**config.mk**
```make
export PLATFORM = sky130hd
export DESIGN_NAME = function_generator
export DESIGN_NICKNAME = d
export VERILOG_FILES = /design/src/rtl/fg_pkg.sv /design/src/rtl/fg_wb_slave.sv /design/src/rtl/function_generator.sv
export SDC_FILE = /design/constraint.sdc
export NUM_CORES = 1
export LEC_CHECK = 0
export BUFFER_PORTS_ARGS = -buffer_cell sky130_fd_sc_hd__buf_4
export CAP_MARGIN = 25
export CELL_PAD_IN_SITES_DETAIL_PLACEMENT = 0
export CELL_PAD_IN_SITES_GLOBAL_PLACEMENT = 1
export CORE_ASPECT_RATIO = 1.75
export CORE_UTILIZATION = 25
export CTS_CLUSTER_SIZE = 30
export DETAILED_ROUTE_END_ITERATION = 7
export GPL_TIMING_DRIVEN = 1
export PLACE_DENSITY_LB_ADDON = 0.1
export SKIP_CTS_REPAIR_TIMING = 1
export SLEW_MARGIN = 20
export SYNTH_ARGS = -nofsm -noshare
export SYNTH_HDL_FRONTEND = slang
export SYNTH_SLANG_ARGS = --single-unit
export TNS_END_PERCENT = 30
```
**constraint.sdc**
```tcl
create_clock -name wb_clk_i -period 3.8 [get_ports wb_clk_i]
set_clock_uncertainty 0.1 [all_clocks]
set_input_delay 0.57 -clock wb_clk_i [delete_from_list [all_inputs] [get_ports wb_clk_i]]
set_output_delay 0.57 -clock wb_clk_i [all_outputs]
set_load 0.01 [all_outputs]
```
**src/rtl/fg_pkg.sv**
```systemverilog
// Shared constants for the Wishbone arbitrary-waveform generator: register map,
// sample memory geometry and CTRL bit positions.
package fg_pkg;
  localparam logic [11:0] FG_CTRL        = 12'h000;
  localparam logic [11:0] FG_PERIOD      = 12'h004;
  localparam logic [11:0] FG_LENGTH      = 12'h008;
  localparam logic [11:0] FG_STATUS      = 12'h00C;
  localparam logic [11:0] FG_SAMPLE_BASE = 12'h100;

  localparam int NUM_SAMPLES = 32;
  localparam int IDX_W       = 5;
  localparam int RUN_BIT     = 0;
endpackage

```
**src/rtl/fg_wb_slave.sv**
```systemverilog
// Wishbone slave: address decode, single-cycle ack, control registers,
// sample memory and registered read-data mux.
module fg_wb_slave
  import fg_pkg::*;
#(
  parameter logic [31:0] BASE_ADDR = 32'h3000_0000,
  parameter int          PERIOD_W  = 16
) (
  input  logic                               clk_i,
  input  logic                               rst_i,
  input  logic                               stb_i,
  input  logic                               cyc_i,
  input  logic                               we_i,
  input  logic [3:0]                         sel_i,
  input  logic [31:0]                        adr_i,
  input  logic [31:0]                        dat_i,
  output logic                               ack_o,
  output logic [31:0]                        dat_o,
  output logic                               run_o,
  output logic [PERIOD_W-1:0]                period_o,
  output logic [IDX_W-1:0]                   length_o,
  output logic [NUM_SAMPLES-1:0][7:0]        samples_o,
  input  logic [IDX_W-1:0]                   status_idx_i,
  input  logic [7:0]                         status_dac_i
);
  logic                        ack_q, run_q;
  logic [PERIOD_W-1:0]         period_q;
  logic [IDX_W-1:0]            length_q;
  logic [NUM_SAMPLES-1:0][7:0] samples_q;
  logic [31:0]                 rd_d, rd_q;
  logic [11:0]                 off;
  logic                        sel, req, is_smp;
  logic [IDX_W-1:0]            smp_idx;
  logic                        unused_ok;

  assign sel     = (adr_i[31:12] == BASE_ADDR[31:12]);
  assign req     = stb_i & cyc_i & sel & ~ack_q;
  assign off     = {adr_i[11:2], 2'b00};
  assign is_smp  = (off[11:IDX_W+2] == FG_SAMPLE_BASE[11:IDX_W+2]);
  assign smp_idx = adr_i[IDX_W+1:2];
  assign unused_ok = ^{sel_i, dat_i};

  always_comb begin
    rd_d = '0;
    if (is_smp) rd_d[7:0] = samples_q[smp_idx];
    else begin
      unique case (off)
        FG_CTRL:   rd_d[RUN_BIT]        = run_q;
        FG_PERIOD: rd_d[PERIOD_W-1:0]   = period_q;
        FG_LENGTH: rd_d[IDX_W-1:0]      = length_q;
        FG_STATUS: rd_d = {16'h0, status_dac_i, {(8-IDX_W){1'b0}}, status_idx_i};
        default:   rd_d = '0;
      endcase
    end
  end

  // The write lands on the same edge that raises ack.
  always_ff @(posedge clk_i) begin
    if (rst_i) begin
      ack_q     <= 1'b0;
      rd_q      <= '0;
      run_q     <= 1'b0;
      period_q  <= '0;
      length_q  <= '0;
      samples_q <= '0;
    end else begin
      ack_q <= req;
      rd_q  <= req ? rd_d : '0;
      if (req && we_i) begin
        if (is_smp) samples_q[smp_idx] <= dat_i[7:0];
        else begin
          case (off)
            FG_CTRL:   run_q    <= dat_i[RUN_BIT];
            FG_PERIOD: period_q <= dat_i[PERIOD_W-1:0];
            FG_LENGTH: length_q <= dat_i[IDX_W-1:0];
            default:   ;
          endcase
        end
      end
    end
  end

  assign ack_o     = ack_q;
  assign dat_o     = rd_q;
  assign run_o     = run_q;
  assign period_o  = period_q;
  assign length_o  = length_q;
  assign samples_o = samples_q;
endmodule

```
**src/rtl/function_generator.sv**
```systemverilog
// Arbitrary-waveform generator top: period counter, sample index and the
// registered DAC output, fed by the Wishbone register block.
module function_generator
  import fg_pkg::*;
#(
  parameter logic [31:0] BASE_ADDR   = 32'h3000_0000,
  parameter int          NUM_SAMPLES = 32,
  parameter int          PERIOD_W    = 16
) (
  input  logic        wb_clk_i,
  input  logic        wb_rst_i,
  input  logic        wbs_stb_i,
  input  logic        wbs_cyc_i,
  input  logic        wbs_we_i,
  input  logic [3:0]  wbs_sel_i,
  input  logic [31:0] wbs_adr_i,
  input  logic [31:0] wbs_dat_i,
  output logic        wbs_ack_o,
  output logic [31:0] wbs_dat_o,
  output logic [7:0]  dac_o,
  output logic [7:0]  dac_oeb_o
);
  logic                                run;
  logic [PERIOD_W-1:0]                 period;
  logic [IDX_W-1:0]                    length;
  logic [fg_pkg::NUM_SAMPLES-1:0][7:0] samples;
  logic [PERIOD_W-1:0]                 cnt_q, cnt_d;
  logic [IDX_W-1:0]                    idx_q, idx_d;
  logic [7:0]                          dac_q;

  fg_wb_slave #(.BASE_ADDR(BASE_ADDR), .PERIOD_W(PERIOD_W)) u_slv (
    .clk_i(wb_clk_i), .rst_i(wb_rst_i),
    .stb_i(wbs_stb_i), .cyc_i(wbs_cyc_i), .we_i(wbs_we_i), .sel_i(wbs_sel_i),
    .adr_i(wbs_adr_i), .dat_i(wbs_dat_i), .ack_o(wbs_ack_o), .dat_o(wbs_dat_o),
    .run_o(run), .period_o(period), .length_o(length), .samples_o(samples),
    .status_idx_i(idx_q), .status_dac_i(dac_q)
  );

  // Counter above a freshly lowered PERIOD simply wraps through zero.
  always_comb begin
    cnt_d = '0;
    idx_d = '0;
    if (run) begin
      if (cnt_q == period) begin
        idx_d = (idx_q >= length) ? '0 : idx_q + 1'b1;
      end else begin
        cnt_d = cnt_q + 1'b1;
        idx_d = idx_q;
      end
    end
  end

  always_ff @(posedge wb_clk_i) begin
    if (wb_rst_i) begin
      cnt_q <= '0;
      idx_q <= '0;
      dac_q <= '0;
    end else begin
      cnt_q <= cnt_d;
      idx_q <= idx_d;
      dac_q <= samples[idx_q];
    end
  end

  assign dac_o     = dac_q;
  assign dac_oeb_o = 8'h00;
endmodule

```
# == Yosys cells after proc, flatten, opt, wreduce, memory -nomap -nowiden ==
# Cells that the tools add are included.
# word_totals
elab_cells,83
ramBits,0
in_bits,73
mem_bits_ro,0
latchBits,0
memories,0
regBits,340
out_inout_bits,49
# op_classes
bitwise,7
multipliers,0
mux,12
order_cmp,4
div_mod_pow,0
n_eq_ne,6
shift,0
n_addsub,2
n_reduce_logical,11
# op_table
operator,count
bitwise mux 256 bit,1
binary-select mux 8 bit (select 5 bit),2
demux 8 bit (select 5 bit),1
2-to-1 mux 8 bit,4
case mux 11 bit (2 select lines),1
"== test 10 x 2 -> 1 bit, second input constant",2
"== test 20 x 18 -> 1 bit, second input constant",1
"adder 16 x 1 -> 16 bit, second input constant",1
== test 16 bit,1
zero test 12 bit,1
"less-than comparator 5 x 6 -> 1 bit, second input constant",2
case mux 4 bit (3 select lines),1
"== test 10 x 1 -> 1 bit, second input constant",1
AND reduction 3 bit,3
OR reduction 3 bit,2
"adder 5 x 1 -> 5 bit, second input constant",1
"== test 5 x 2 -> 1 bit, second input constant",1
">= comparator 5 x 1 -> 1 bit, second input constant",1
>= comparator 5 bit,1
2-to-1 mux 5 bit,1
NOT 1 bit,4
case mux 1 bit (4 select lines),1
OR reduction 2 bit,2
AND 1 bit,3
other kinds (2),3

# == Longest topological paths before layout ==
# Gate-level depths: netlist of run 1.
# logic_depth
word_depth,5
depth_mapped,11
ltp_nobuf,8

# == Modules after synthesis ==
# A second synthesis of run 1 with hierarchy kept.
# hier_totals
hier_cells,1583
area_unflattened_um2,17359.1
# modules_own_cells
module,instances,cells_each,area_per_inst_um2,seq_area_each_um2
fg_wb_slave,1,1252,13863.3,5905.7
function_generator,1,331,3495.9,580.6

# == Worst setup path after synthesis of run 1 ==
# Ideal clock, no wire load.
# synth_path
kind,register to register
from,reg idx_q[0]
to,reg idx_q[4]
slack_ns,1.087
period_less_slack_ns,2.713
path_buffers,3
setup_ns,0.075
path_stages_with_launch,12
arrival_ns,2.538
cell_sequence,dfxtp_1 -> buf_2 -> buf_2 -> buf_2 -> inv_1 -> ha_1 -> nand2b_1 -> nand3_1 -> a21oi_1 -> a2111oi_2 -> a41oi_1 -> a31oi_1
# synth_between
elab_chain_len,2
word_cells_on_any_way,3
# synth_rtl
element,line,source
start: declaration,function_generator.sv:28,"logic [IDX_W-1:0] idx_q, idx_d;"
start signal: assignment,function_generator.sv:60,idx_q <= idx_d;
adder 5 x 1 -> 5 bit or >= comparator 5 bit (tied branches),function_generator.sv:45,idx_d = (idx_q >= length) ? '0 : idx_q + 1'b1;
2-to-1 mux 5 bit (*),function_generator.sv:45,
# Mark *: on every way between the ends. The rest lies on a longest branch, timed or not.
# A chain may end at the register's enable or synchronous reset.

# == Worst setup path in the final report of run 1 ==
# layout_path
from,reg idx_q[1]
to,reg dac_q[5] (netlist: dac_o[5])
# layout_between
elab_chain_len,2
# layout_rtl
element,line,source
binary-select mux 8 bit (select 5 bit),function_generator.sv:61,dac_q <= samples[idx_q];
2-to-1 mux 8 bit (not written as such),function_generator.sv:61,
end signal: assignment,function_generator.sv:61,
end: declaration,function_generator.sv:29,logic [7:0] dac_q;
# Every way passes these cells. The select of a mux whose other input is x is not followed.

==> impl_metrics.yaml, run 1 <==
logic_synthesis:
  yosys.cell_types.count: 64
  synth_area_sq_um: 16900
  synth_top_area_share_pct: 38.3
  synth-seq-area-share_pct: 38.3
  synth_seq_cells: 324
  synth_common_cells: "mux2i_1, dfxtp_1, nor2_1"
  syn_inst: 1712
  synth_most_common_cell: "mux2i_1"
  synth-main-ff-cell: "dfxtp_1"
  yosysWarnings: 0
  async_flop_share_pct: 0
  synth_area_leaders: "dfxtp_1, mux2i_1, mux4_2"
  avgSynthCellArea_sq_um: 9.89
  yosysTopAreaCell: "dfxtp_1"
  synth-edff-count: 0
cts:
  cts.root.buffer_cell: "clkbuf_16"
  cts_max_path_buffers: 3
  insertion_delay_ns: 0.56
  cts_buffers: 36
  htree_levels: 2
  cts.sinks: 324
  clk_pin_slew_ns: 0.06
  cts_tree: "done"
die:
  rows: 125
  io_pins: 122
  initial_utilization_pct: 25.4
  die_x_um: 199
  core_sq_um: 66600
  die_area_sq_um: 68800
  dieHeight_um: 346
final_layout:
  n_antenna_cell: 0
  area_growth_syn_to_layout_pct: 13.2
  seq_area_sq_um: 6490
  instances_no_fill: 2655
  fillers: 7131
  drive_gt1_share_pct: 16.3
  num-nets-final: 1819
  multiInputGateArea_sq_um: 9320
  final_core_util_pct: 28.8
place:
  dp_slack_ns: 0.677
  gp_congestion: 0.869
  post-place-cells: 2590
  dp_hpwl_mm: 51.1
  port_buffers: 75
drt:
  ant_nets: 0
  drc_errors: 0
  wl_per_cell_um: 26.9
  routed_wl_mm: 71.5
  post_drt_via_cell_ratio: 4.93
  initialDrtViolationCount: 948
  vias: 13100
  drtPass1Iterations: 7
worst_setup_path:
  worst-path-max-fanout: 34
  reg2reg_from: "idx_q[1]"
  required_ns: 4.15
  crit_path_start_kind: "register"
  criticalPathCategory: "reg -> reg"
  cp-end-kind: "register"
  startpoint: "idx_q[1]"
  worst-r2r-setup-slack_ns: 1.04
  critPathArrivalTime_ns: 3.11
sta:
  finalSetupViolCount: 0
  period_minus_slack_ns: 2.76
  drv_slew: 0
  worst_slack_ns: 1.04
  setup_tns_ns: 0
  final-hold-violation-count: 0
  slew_headroom_pct: 40.3
  fmax_ghz: 0.362
  fin_crit_sh_pct: 72.7
  tightestPinTransition_ns: 0.896
  rsz0062_at_grt: "false"
global_routing:
  antenna_found_initial: 2
  grt_usage_pct: 20.9
  grt-ovfl-total: 0
  grt_pass1_wl_mm: 101
  grt_start_max_net_pins: 85
  first_global_vias: 13000
power_and_ir_drop:
  intPower_mw: 5.50
  switching_share_pct: 24.7
  p_seq_share_pct: 46.5
  pwr-share-comb_pct: 4.7
  clkPwrFrac_pct: 48.8
  ir_drop_mv: 0.237
  power.density_nw_per_um2: 381
  p_switching_mw: 1.80
  power.leakage_nw: 8.14
flow_run:
  maxCapViolCount: 0
status:
  outcome: "finished, final reports clean"
worst_hold_path:
  hold_path.class: "in -> reg"
  hp-start: "wbs_dat_i[13]"
cell type report:
| class | instances | area share (%) |
|---|---|---|
| clock buffers | 54 | 5.74 |
| clock inverters | 11 | 0.327 |
| inverters | 10 | 0.196 |
| multi-input cells | 1240 | 48.7 |
| flip-flops and latches | 324 | 33.9 |
| well taps | 889 | 5.81 |
| repair buffers | 127 | 5.37 |
worst max-delay path, stage by stage, from the launching register on:
cell      delay [ns]
dfxtp_4         0.76
buf_12          0.26
mux4_2          0.37
a22o_1          0.26
a211oi_1        0.49
a211oi_1        0.16
buf_4           0.20
logic make-up after synthesis:
logic type / Yosys count / share of synthesized area, %
buf+inv: 171 / 7.16
compound gates: 197 / 7.42
other cells: 1 / 0.0222
fa+ha+maj: 7 / 0.517
xor+xnor: 30 / 1.55
simple gates: 536 / 15.0
mux: 446 / 30.0
flops: 324 / 38.3
per-layer routing:
metal | share of wire [%] | vias to the layer above | global-route usage, %
met4 | 5.1 | 2 | 10.2
met5 | 0.014 | - | 0
met1 | 37 | 6543 | 22.3
met2 | 55 | 355 | 39.8
li1 | - | 6110 | -
met3 | 3.4 | 92 | 2.27
placed cells by master (no fill, tap or decap), types with 6 or more instances in the layout:
cell type and count:
xor2_1 8, o21ai_0 6, nand2_2 24, conb_1 24
a211oi_1 24, xnor2_1 22, o221ai_1 8, nor4_1 13
clkbuf_16 37, and2_1 6, nor2_1 284, buf_4 120
ha_1 7, inv_1 10, nand4_1 11, a22o_1 8
a22oi_1 15, clkinv_2 9, a21oi_1 56, nand2_1 116
o22ai_1 72, clkbuf_8 12, mux4_2 49, clkbuf_1 6
dfxtp_1 322, nand3_1 20, mux2i_1 397
through the flow:
stage	hold slack, ns	area, sq um	power (mW)
floorplan	0.341	17000	3.74
global placement	0.349	18000	3.82
detailed placement	0.359	18000	3.82
CTS	0.125	19200	7.44
global route	0.155	19200	7.56
finish	0.154	19200	7.30
state kept, by name (all words and copies together) (netlist names):
signal	cells
cnt_q	16
u_slv.samples_o	256
u_slv.run_o	1
dac_o	8
u_slv.period_o	16
u_slv.length_o	5
u_slv.ack_o	1
idx_q	5
u_slv.dat_o	16
path summary, 6_finish.rpt:
kind,to,cells past startpoint
hold / removal,u_slv.period_o[13],3
setup / recovery,dac_o[5],6
setup reg to reg,dac_o[5],6
hold reg to reg,u_slv.samples_o[26],2
power groups by stage:
stage | registers, mW | logic (mW) | clock network, mW
final | 3.39 | 0.346 | 3.56
after global routing | 3.39 | 0.362 | 3.81
after CTS | 3.39 | 0.349 | 3.69
after detailed placement | 3.47 | 0.349 | 0
after global placement | 3.47 | 0.348 | 0
after floorplan | 3.47 | 0.264 | 0
Power figures use the tool's default switching activity.
==> run 2: changes to the inputs <==
- clock period: 3.8 -> 2.45 ns (I/O delays scaled with it)
==> impl_metrics.yaml, run 2 (synthesis results as in run 1) <==
die:
  rows: 125
  die_x_um: 199
  io_pins: 122
  initial_utilization_pct: 25.4
  die_area_sq_um: 68800
  dieHeight_um: 346
  core_sq_um: 66600
drt:
  ant_nets: 0
  wl_per_cell_um: 26.4
  drc_errors: 0
  drtPass1Iterations: 5
  vias: 14000
  post_drt_via_cell_ratio: 4.93
  routed_wl_mm: 74.8
  initialDrtViolationCount: 839
worst_setup_path:
  max_stage_delay_ns: 0.45
  required_ns: 2.88
  crit_family: "buffers and inverters"
  crit_chain: "inv_1, nand2_2, buf_4, o22ai_1, buf_4, a211oi_1, a211oi_1, buf_4"
  cpMaxStageDelayCell: "a211oi_1"
  cp-end-kind: "register"
  criticalPathCategory: "reg -> reg"
  critPathArrivalTime_ns: 2.89
  path_buf_inv: 4
  cpMostUsedCell: "buf_4"
  worst-path-max-fanout: 6
  crit_path_start_kind: "register"
sta:
  finalSetupViolCount: 2
  fmax_ghz: 0.406
  final-hold-violation-count: 0
  worst_slack_ns: -0.0143
  setup_tns_ns: -0.0173
  rsz0062_at_grt: "true"
  period_minus_slack_ns: 2.46
  tightestPinTransition_ns: 0.752
  slew_headroom_pct: 49.9
  drv_slew: 0
  fin_crit_sh_pct: 101
place:
  gp_congestion: 0.950
  dp_slack_ns: -0.324
  dpl_cell_area_sq_um: 19600
  port_buffers: 75
  dp_hpwl_mm: 55.6
global_routing:
  first_global_vias: 13900
  grt_start_max_net_pins: 130
  grt_usage_pct: 21.8
  antenna_found_initial: 0
  grt-ovfl-total: 0
  grt_pass1_wl_mm: 105
final_layout:
  n_antenna_cell: 0
  num-nets-final: 1998
  fillers: 7040
  area_growth_syn_to_layout_pct: 23.2
  layout_commonest_cell: "mux2i_1"
  multiInputGateArea_sq_um: 9390
  drive_gt1_share_pct: 23.9
  fin_area_sq_um: 20900
  seq_area_sq_um: 6490
  largest_reg_flops: 256
  final_cell_mix: "mux2i_1, dfxtp_1, nor2_1, buf_4, nand2_1"
status:
  violations: "setup timing"
  outcome: "finished, violations left"
cts:
  cts_tree: "done"
  htree_levels: 2
  cts_buffers: 36
  cts.root.buffer_cell: "clkbuf_16"
  cts.sinks: 324
  insertion_delay_ns: 0.58
  clk_pin_slew_ns: 0.06
  cts_max_path_buffers: 3
flow_run:
  maxCapViolCount: 0
power_and_ir_drop:
  power.leakage_nw: 9.03
  power.density_nw_per_um2: 546
  ir_drop_mv: 0.424
worst_hold_path:
  hold_path.class: "in -> reg"
-- run 2: cell type report --
| type | instances | share of cell area, % |
|---|---|---|
| sequential | 324 | 31.1 |
| clock inverter | 9 | 0.510 |
| multi-input combinational | 1240 | 45.0 |
| tap | 889 | 5.33 |
| inverter | 10 | 0.180 |
| timing repair buffer | 306 | 12.7 |
| clock buffer | 54 | 5.08 |
-- run 2: worst register-to-register path, stage by stage (launching register included) --
cell,delay (ns)
dfxtp_4,0.41
inv_1,0.33
nand2_2,0.23
buf_4,0.22
o22ai_1,0.26
buf_4,0.20
a211oi_1,0.05
a211oi_1,0.45
buf_4,0.19
-- run 2: report_power, final --
group / total (mW) / internal (mW) / switching (mW)
sequential: 5.26 / 5.26 / 0.00000000249
combinational: 0.583 / 0.192 / 0.391
clock: 5.55 / 3.12 / 2.43
total: 11.4 / 8.58 / 2.82
-- run 2: worst paths after layout --
check                       startpoint                   end  slack (ns)  cells after the start
setup / recovery              idx_q[0]              dac_o[7]       -0.01                      8
setup reg to reg              idx_q[0]              dac_o[7]       -0.01                      8
hold / removal                wb_rst_i     u_slv.length_o[2]        0.03                      2
hold reg to reg   u_slv.samples_o[218]  u_slv.samples_o[218]        0.37                      2
-- run 2: through the flow --
stage	utilization (%)	hold WS, ns	std cells	total power [mW]
6_report	31.3	0.0289	2832	11.4
3_5_place_dp	29.4	0.362	2761	5.96
3_3_place_gp	29.4	0.355	2761	5.96
5_1_grt	31.3	0.0266	2832	11.8
2_1_floorplan	-	0.341	1735	5.79
4_1_cts	31.1	-0.107	2824	11.6
-- run 2: per-layer routing --
metal | global-route usage [%] | wire (um) | up-vias
met4 | 13.8 | 5380 | 0
li1 | - | - | 6488
met1 | 22.7 | 26700 | 6915
met5 | 0 | 0 | -
met2 | 41.1 | 40200 | 438
met3 | 1.97 | 2570 | 129
